$ cat src/rtl/equiv_check_sequencer_pkg.sv
// Shared state encoding and signature helpers for the equivalence-check sequencer.
package equiv_pkg;
   localparam int SIG_W      = 32;
   localparam int FOLD_MAX_W = 1024;

   typedef enum logic [2:0] {IDLE, FETCH, SETTLE, COMPARE, DONE} state_e;

   // XOR of all 32-bit words; callers zero-extend their vector to FOLD_MAX_W.
   function automatic logic [SIG_W-1:0] fold32(input logic [FOLD_MAX_W-1:0] y);
      logic [SIG_W-1:0] acc;
      acc = '0;
      for (int i = 0; i < FOLD_MAX_W / SIG_W; i++) acc ^= y[i*SIG_W +: SIG_W];
      return acc;
   endfunction
endpackage

$ cat src/rtl/equiv_check_sequencer_if.sv
// Bundle between the vector source, the two DUT instances and the sequencer.
interface equiv_check_sequencer_if
   import equiv_pkg::*;
#(
   parameter int IN_W  = 49,
   parameter int OUT_W = 350,
   parameter int IDX_W = 5
);
   logic             start;
   logic             vec_valid;
   logic [IN_W-1:0]  vec_data;
   logic             vec_ready;
   logic [IN_W-1:0]  dut_in;
   logic [OUT_W-1:0] y_ref;
   logic [OUT_W-1:0] y_dut;
   logic             busy;
   logic             done;
   logic             pass;
   logic [IDX_W-1:0] fail_idx;
   logic [SIG_W-1:0] sig;

   modport master (
      input  start, vec_valid, vec_data, y_ref, y_dut,
      output vec_ready, dut_in, busy, done, pass, fail_idx, sig
   );

   modport slave (
      output start, vec_valid, vec_data, y_ref, y_dut,
      input  vec_ready, dut_in, busy, done, pass, fail_idx, sig
   );
endinterface

$ cat src/rtl/equiv_check_sequencer_sig_misr.sv
// Rotate-left-by-one / XOR response signature register with clear and enable.
module sig_misr
   import equiv_pkg::*;
(
   input  logic             clk,
   input  logic             rst,
   input  logic             clr_i,
   input  logic             en_i,
   input  logic [SIG_W-1:0] data_i,
   output logic [SIG_W-1:0] sig_o
);
   logic [SIG_W-1:0] sig_q, sig_d;

   always_comb begin
      sig_d = sig_q;
      if (clr_i)     sig_d = '0;
      else if (en_i) sig_d = {sig_q[SIG_W-2:0], sig_q[SIG_W-1]} ^ data_i;
   end

   always_ff @(posedge clk or posedge rst) begin
      if (rst) sig_q <= '0;
      else     sig_q <= sig_d;
   end

   assign sig_o = sig_q;
endmodule

$ cat src/rtl/equiv_check_sequencer.sv
// Drives stimulus into reference and synthesised DUTs, waits for settling, compares y and signs it.
module equiv_check_sequencer
   import equiv_pkg::*;
#(
   parameter int IN_W         = 49,
   parameter int OUT_W        = 350,
   parameter int NUM_VEC      = 21,
   parameter int SETTLE_CYC   = 2,
   parameter bit STOP_ON_FAIL = 1'b0,
   parameter int IDX_W        = $clog2(NUM_VEC + 1)
) (
   input  logic                    clk,
   input  logic                    rst,
   equiv_check_sequencer_if.master bus
);
   localparam int               CNT_W    = (SETTLE_CYC > 1) ? $clog2(SETTLE_CYC) : 1;
   localparam logic [IDX_W-1:0] IDX_NONE = IDX_W'(NUM_VEC);
   localparam logic [IDX_W-1:0] IDX_LAST = IDX_W'(NUM_VEC - 1);
   localparam logic [CNT_W-1:0] CNT_INIT = CNT_W'(SETTLE_CYC - 1);

   state_e           state_q, state_d;
   logic [IDX_W-1:0] idx_q, idx_d;
   logic [IDX_W-1:0] fail_idx_q, fail_idx_d;
   logic [CNT_W-1:0] cnt_q, cnt_d;
   logic [IN_W-1:0]  dut_in_q, dut_in_d;
   logic             pass_q, pass_d;
   logic             sig_clr, sig_en;
   logic             mismatch;
   logic [OUT_W-1:0] y_ref, y_dut;
   logic [SIG_W-1:0] y_fold;

   assign y_ref  = bus.y_ref;
   assign y_dut  = bus.y_dut;
   // Case inequality so X/Z on either side counts as a mismatch in simulation.
   assign mismatch = (y_ref !== y_dut);
   assign y_fold   = fold32(FOLD_MAX_W'(y_dut));

   always_comb begin
      state_d    = state_q;
      idx_d      = idx_q;
      fail_idx_d = fail_idx_q;
      cnt_d      = cnt_q;
      dut_in_d   = dut_in_q;
      pass_d     = pass_q;
      sig_clr    = 1'b0;
      sig_en     = 1'b0;
      case (state_q)
         IDLE, DONE: begin
            if (bus.start) begin
               state_d    = FETCH;
               idx_d      = '0;
               fail_idx_d = IDX_NONE;
               pass_d     = 1'b0;
               sig_clr    = 1'b1;
            end
         end
         FETCH: begin
            if (bus.vec_valid) begin
               dut_in_d = bus.vec_data;
               cnt_d    = CNT_INIT;
               state_d  = SETTLE;
            end
         end
         SETTLE: begin
            if (cnt_q == '0) state_d = COMPARE;
            else             cnt_d   = cnt_q - CNT_W'(1);
         end
         COMPARE: begin
            sig_en = 1'b1;
            if (mismatch && (fail_idx_q == IDX_NONE)) fail_idx_d = idx_q;
            if ((idx_q == IDX_LAST) || (STOP_ON_FAIL && mismatch)) begin
               state_d = DONE;
               pass_d  = (fail_idx_q == IDX_NONE) && !mismatch;
            end else begin
               idx_d   = idx_q + IDX_W'(1);
               state_d = FETCH;
            end
         end
         default: state_d = IDLE;
      endcase
   end

   always_ff @(posedge clk or posedge rst) begin
      if (rst) begin
         state_q    <= IDLE;
         idx_q      <= '0;
         fail_idx_q <= IDX_NONE;
         cnt_q      <= '0;
         dut_in_q   <= '0;
         pass_q     <= 1'b0;
      end else begin
         state_q    <= state_d;
         idx_q      <= idx_d;
         fail_idx_q <= fail_idx_d;
         cnt_q      <= cnt_d;
         dut_in_q   <= dut_in_d;
         pass_q     <= pass_d;
      end
   end

   sig_misr u_misr (
      .clk    (clk),
      .rst    (rst),
      .clr_i  (sig_clr),
      .en_i   (sig_en),
      .data_i (y_fold),
      .sig_o  (bus.sig)
   );

   assign bus.vec_ready = (state_q == FETCH);
   assign bus.busy      = (state_q == FETCH) || (state_q == SETTLE) || (state_q == COMPARE);
   assign bus.done      = (state_q == DONE);
   assign bus.pass      = pass_q;
   assign bus.fail_idx  = fail_idx_q;
   assign bus.dut_in    = dut_in_q;
endmodule

$ cat src/flat_wrapper.sv
// flat-port wrapper written by rule: the top's interface ports become plain ports
module equiv_check_sequencer_flat import equiv_pkg::*;
#(
   parameter int IN_W         = 49,
   parameter int OUT_W        = 350,
   parameter int NUM_VEC      = 21,
   parameter int SETTLE_CYC   = 2,
   parameter bit STOP_ON_FAIL = 1'b0,
   parameter int IDX_W        = $clog2(NUM_VEC + 1)
)
  (clk, rst, bus_start, bus_vec_valid, bus_vec_data, bus_y_ref, bus_y_dut, bus_vec_ready, bus_dut_in, bus_busy, bus_done, bus_pass, bus_fail_idx, bus_sig);
  equiv_check_sequencer_if #(.IN_W(IN_W), .OUT_W(OUT_W), .IDX_W(IDX_W)) bus_i ();
  input  logic clk;
  input  logic rst;
  input wire logic [$bits(bus_i.start)-1:0] bus_start;
  input wire logic [$bits(bus_i.vec_valid)-1:0] bus_vec_valid;
  input wire logic [$bits(bus_i.vec_data)-1:0] bus_vec_data;
  input wire logic [$bits(bus_i.y_ref)-1:0] bus_y_ref;
  input wire logic [$bits(bus_i.y_dut)-1:0] bus_y_dut;
  output wire logic [$bits(bus_i.vec_ready)-1:0] bus_vec_ready;
  output wire logic [$bits(bus_i.dut_in)-1:0] bus_dut_in;
  output wire logic [$bits(bus_i.busy)-1:0] bus_busy;
  output wire logic [$bits(bus_i.done)-1:0] bus_done;
  output wire logic [$bits(bus_i.pass)-1:0] bus_pass;
  output wire logic [$bits(bus_i.fail_idx)-1:0] bus_fail_idx;
  output wire logic [$bits(bus_i.sig)-1:0] bus_sig;
  assign bus_i.start = bus_start;
  assign bus_i.vec_valid = bus_vec_valid;
  assign bus_i.vec_data = bus_vec_data;
  assign bus_i.y_ref = bus_y_ref;
  assign bus_i.y_dut = bus_y_dut;
  assign bus_vec_ready = bus_i.vec_ready;
  assign bus_dut_in = bus_i.dut_in;
  assign bus_busy = bus_i.busy;
  assign bus_done = bus_i.done;
  assign bus_pass = bus_i.pass;
  assign bus_fail_idx = bus_i.fail_idx;
  assign bus_sig = bus_i.sig;
  equiv_check_sequencer #(.IN_W(IN_W), .OUT_W(OUT_W), .NUM_VEC(NUM_VEC), .SETTLE_CYC(SETTLE_CYC), .STOP_ON_FAIL(STOP_ON_FAIL), .IDX_W(IDX_W)) u_core (.clk(clk), .rst(rst), .bus(bus_i));
endmodule
$ cat config.mk
export PLATFORM = sky130hd
export DESIGN_NAME = equiv_check_sequencer_flat
export DESIGN_NICKNAME = d
export VERILOG_FILES = /design/src/rtl/equiv_check_sequencer_pkg.sv /design/src/rtl/equiv_check_sequencer_if.sv /design/src/rtl/equiv_check_sequencer_sig_misr.sv /design/src/rtl/equiv_check_sequencer.sv /design/src/flat_wrapper.sv
export SDC_FILE = /design/constraint.sdc
export NUM_CORES = 1
export LEC_CHECK = 0
export BUFFER_PORTS_ARGS = -buffer_cell sky130_fd_sc_hd__buf_2
export CAP_MARGIN = 40
export CORE_AREA = 2 2 330 332
export CTS_CLUSTER_SIZE = 28
export DETAILED_ROUTE_END_ITERATION = 16
export DIE_AREA = 0 0 332 334
export SKIP_CTS_REPAIR_TIMING = 1
export SKIP_LAST_GASP = 1
export SLEW_MARGIN = 20
export SYNTH_ARGS = -nofsm -noshare
export SYNTH_HDL_FRONTEND = slang
export SYNTH_SLANG_ARGS = --single-unit
$ cat constraint.sdc
create_clock -name clk -period 3.28 [get_ports clk]
set_clock_uncertainty 0.15 [all_clocks]
set_input_delay 0.164 -clock clk [delete_from_list [all_inputs] [get_ports clk]]
set_output_delay 0.164 -clock clk [all_outputs]
set_load 0.02 [all_outputs]
==> qor.txt <==
Reg2reg start: u_core.state_q[2]
Fmax: 0.3168 GHz
Worst min-delay path startpoint: bus_y_dut[274]
Slowest CP cell: nor4_1
CP top delay family: simple AND/OR/NAND/NOR gates
Layout Area Growth over Synthesis: 68.91%
Reg clk slew, reported paths: 0.11 ns
Pleak: 7.266 nW
Crit Path Class: input pin to flop
Root buf cell: clkbuf_16
Worst-path fanout max: 5
Ranking of synthesized cells by area: xnor2_1 (52%), dfrtp_1 (22%), xor2_1 (6.3%), nand4_1 (4.6%), mux2_2 (4.1%)
Sequential-to-total area share from yosys stat: 0.2273
Top cells by count, synth: xnor2_1 (625), dfrtp_1 (93), nand4_1 (78), xor2_1 (76), nand2_1 (41)
Finished Cell Area: 17,880 um2
Iteration-0 DRC count of the detailed router: 682
Nets: 2,808
Cell area after placement: 16,940 um2
Post-synth top area share: 0.5170
RR Endpoint: u_core.bus.pass
Non-filler cells, final: 3,523
Hold EP: u_core.u_misr.sig_o[18]
GRT Overall Usage: 0.2175
Worst path max stage delay: 0.77 ns
Synth Warn #: 0
Ports: 843
CP required: 3.42 ns
Port bufs: 842
First-pass GRT wire length: 149,300 um
Wire per inst: 35.55 um
RSZ-0062 raised after global routing: no
WP buf/inv: 2
Fin. Hold Viols: 0
Hold-critical path depth: 5
PwrDens: 523.8 nW/um2
Sequential fraction of design power: 0.232
Period minus WS final: 3.157 ns
Syn Inst Count: 1,113
Vias/cell: 3.642
Grt total ovfl: 0
Die Area: 110,900 um2
Design Power: 9.367 mW
Internal: 4.692 mW
Sw Share: 0.4991
Max IR drop VDD: 0.3660 mV
Die width: 332 um
Synthesized cell area: 10,590 um2
Post-DRT Antenna Nets: 0
Row count: 121
Dpl ws: -0.4884 ns
CTS tree: done
Final Setup Violations: 0
Max cap viols: 0
Comb power frac: 0.632
Syn Nets: 1,868
Number of library cell types mapped by synthesis: 33
GPL Wtd Cong: 0.9219
Post-Syn Area per Cell: 9.513 um2
Worst setup margin: 0.1230 ns
Top_reg_cell synth: dfrtp_1
Synth async-reset ratio: 1.000
Top-count cell post-synth: xnor2_1
Via count: 12,830
Outcome: finished, final reports clean
Tightest Pin Transition: 0.8927 ns
Yosys top cell by area: xnor2_1
Initial antenna violation count: 206
Synth Register Bits: 96
Flop2flop setup slack: 0.82 ns
Tcrit/Tclk final: 0.9625
Hold Path Class: input pin to flop
FILL cells: 12,270
Num CTS Buffers: 9
Crit path top cell by count: nand4_1
CP arrival: 3.30 ns
CTS Buffer Depth: 2
Clock share of power: 0.136
Largest net degree at the start of global routing: 50
Final WL: 125,200 um
Share of post-route cells with drive strength above 1: 0.4674
Critical Path End Type: flop
Max-slew violation count: 0
DP Cell Count: 3,404
First-pass DRT Iterations: 5
Vias in the first global route: 12,730
Height of the die: 334 um
Core ar.: 107,800 um2
Initial core utilization: 0.09822
Slew headroom: 0.4006
CP startpoint kind: input pin
H-tree depth: 3
Crit-path cells: buf_2 -> xnor2_1 -> nand4_1 -> nor4_1 -> nand4_1 -> nor2_1 -> buf_4 -> a311oi_2 -> a22o_1
Sw power: 4.675 mW
Detailed Place HPWL: 116,900 um
Final setup TNS: 0 ns
EDFF count, synth: 0
Clk sink count: 96
Clock latency on the worst-skew pair: 0.42 ns
FF-to-FF path depth: 6
DRC errors left: 0
worst register-to-register path, stage by stage, from the launching register on:
cell	delay, ns
dfrtp_1	0.48
nor2b_1	0.26
nand2_2	0.43
nor2_1	0.36
nor2_1	0.10
or4_1	0.52
o21ai_1	0.13
registers in the layout (all words and copies together), names as in the netlist:
register and count:
u_core.bus.dut_in 49, u_core.u_misr.sig_o 32, u_core.bus.fail_idx 5, u_core.idx_q 5, u_core.state_q 3, u_core.bus.pass 1, u_core.cnt_q 1
power groups by stage:
stage	combinational (mW)	sequential, mW	clock (mW)
after floorplan	2.57	2.67	0
after global placement	5.95	2.17	0
after detailed placement	5.96	2.20	0
after CTS	5.99	2.18	1.35
after global routing	6.30	2.26	1.37
final	5.92	2.17	1.27
layer usage:
layer	vias to the layer above	track usage	part of all wire
li1	5659	-	-
met2	791	0.3534	0.45
met5	-	0	0.0081
met1	5876	0.2490	0.39
met3	332	0.1081	0.11
met4	174	0.06692	0.037
cell usage in the layout, fill, tap and decap left out, drive strengths merged, types with 2 or more instances in the layout:
master	netlist	layout
nand2	41	41
clkbuf	8	11
nand4b	3	3
nor4	36	36
inv	8	12
buf	7	890
dfstp	3	3
a21oi	7	7
a22o	2	2
dfrtp	93	93
nor2	19	19
nand4	78	78
dlygate4sd3	0	52
o21ai	37	37
ha	2	2
o32ai	2	2
clkdlybuf4s15	0	2
nand3	3	3
mux2	49	49
and2	4	4
xor2	76	76
xnor2	625	625
diode	0	51
nor2b	2	2
layout make-up:
cell class / instances / area, um2 / area share
inverter: 8 / 32.53 / 0.001819
clock buffer: 11 / 252.7 / 0.01413
tap: 1414 / 1769 / 0.09893
antenna: 51 / 127.6 / 0.007136
clock inverter: 5 / 45.04 / 0.002519
sequential: 96 / 2406 / 0.1345
multi-input combinational: 994 / 8120 / 0.4541
timing repair buffer: 944 / 5130 / 0.2869
cells by family (layout without fill, tap and decap cells):
logic type,count (synthesis),after routing,share of synthesized area
and+or+nand+nor,190,190,0.1013
DFF,96,96,0.2273
muxes,49,49,0.05212
buffers and inverters,23,968,0.009218
adders and majority gates,2,2,0.002363
xor gates and xnor gates,701,701,0.5799
AOI/OAI and AO/OA,52,52,0.02789
other,0,51,0
worst max path at each step:
stage	start	to	slack, ns	depth (start not counted)
detailed placement	bus_y_dut[196]	u_core.bus.fail_idx[1]	-0.49	9
finish	bus_y_dut[196]	u_core.bus.fail_idx[1]	0.12	9
global placement	bus_y_dut[263]	u_core.bus.fail_idx[1]	-0.90	9
CTS	bus_y_dut[196]	u_core.bus.fail_idx[1]	-0.05	9
floorplan	rst	u_core.bus.dut_in[0]	0.47	1
global route	bus_y_dut[196]	u_core.bus.fail_idx[1]	0.0001	9
per-stage QoR:
step / hold WS, ns / utilization
2_1_floorplan: 0.1487 / -
3_3_place_gp: 0.1386 / 0.1565
3_5_place_dp: 0.1527 / 0.1571
4_1_cts: -0.3327 / 0.1599
5_1_grt: 0.1728 / 0.1654
6_report: 0.1492 / 0.1659
(Power assumes the default switching activity.)
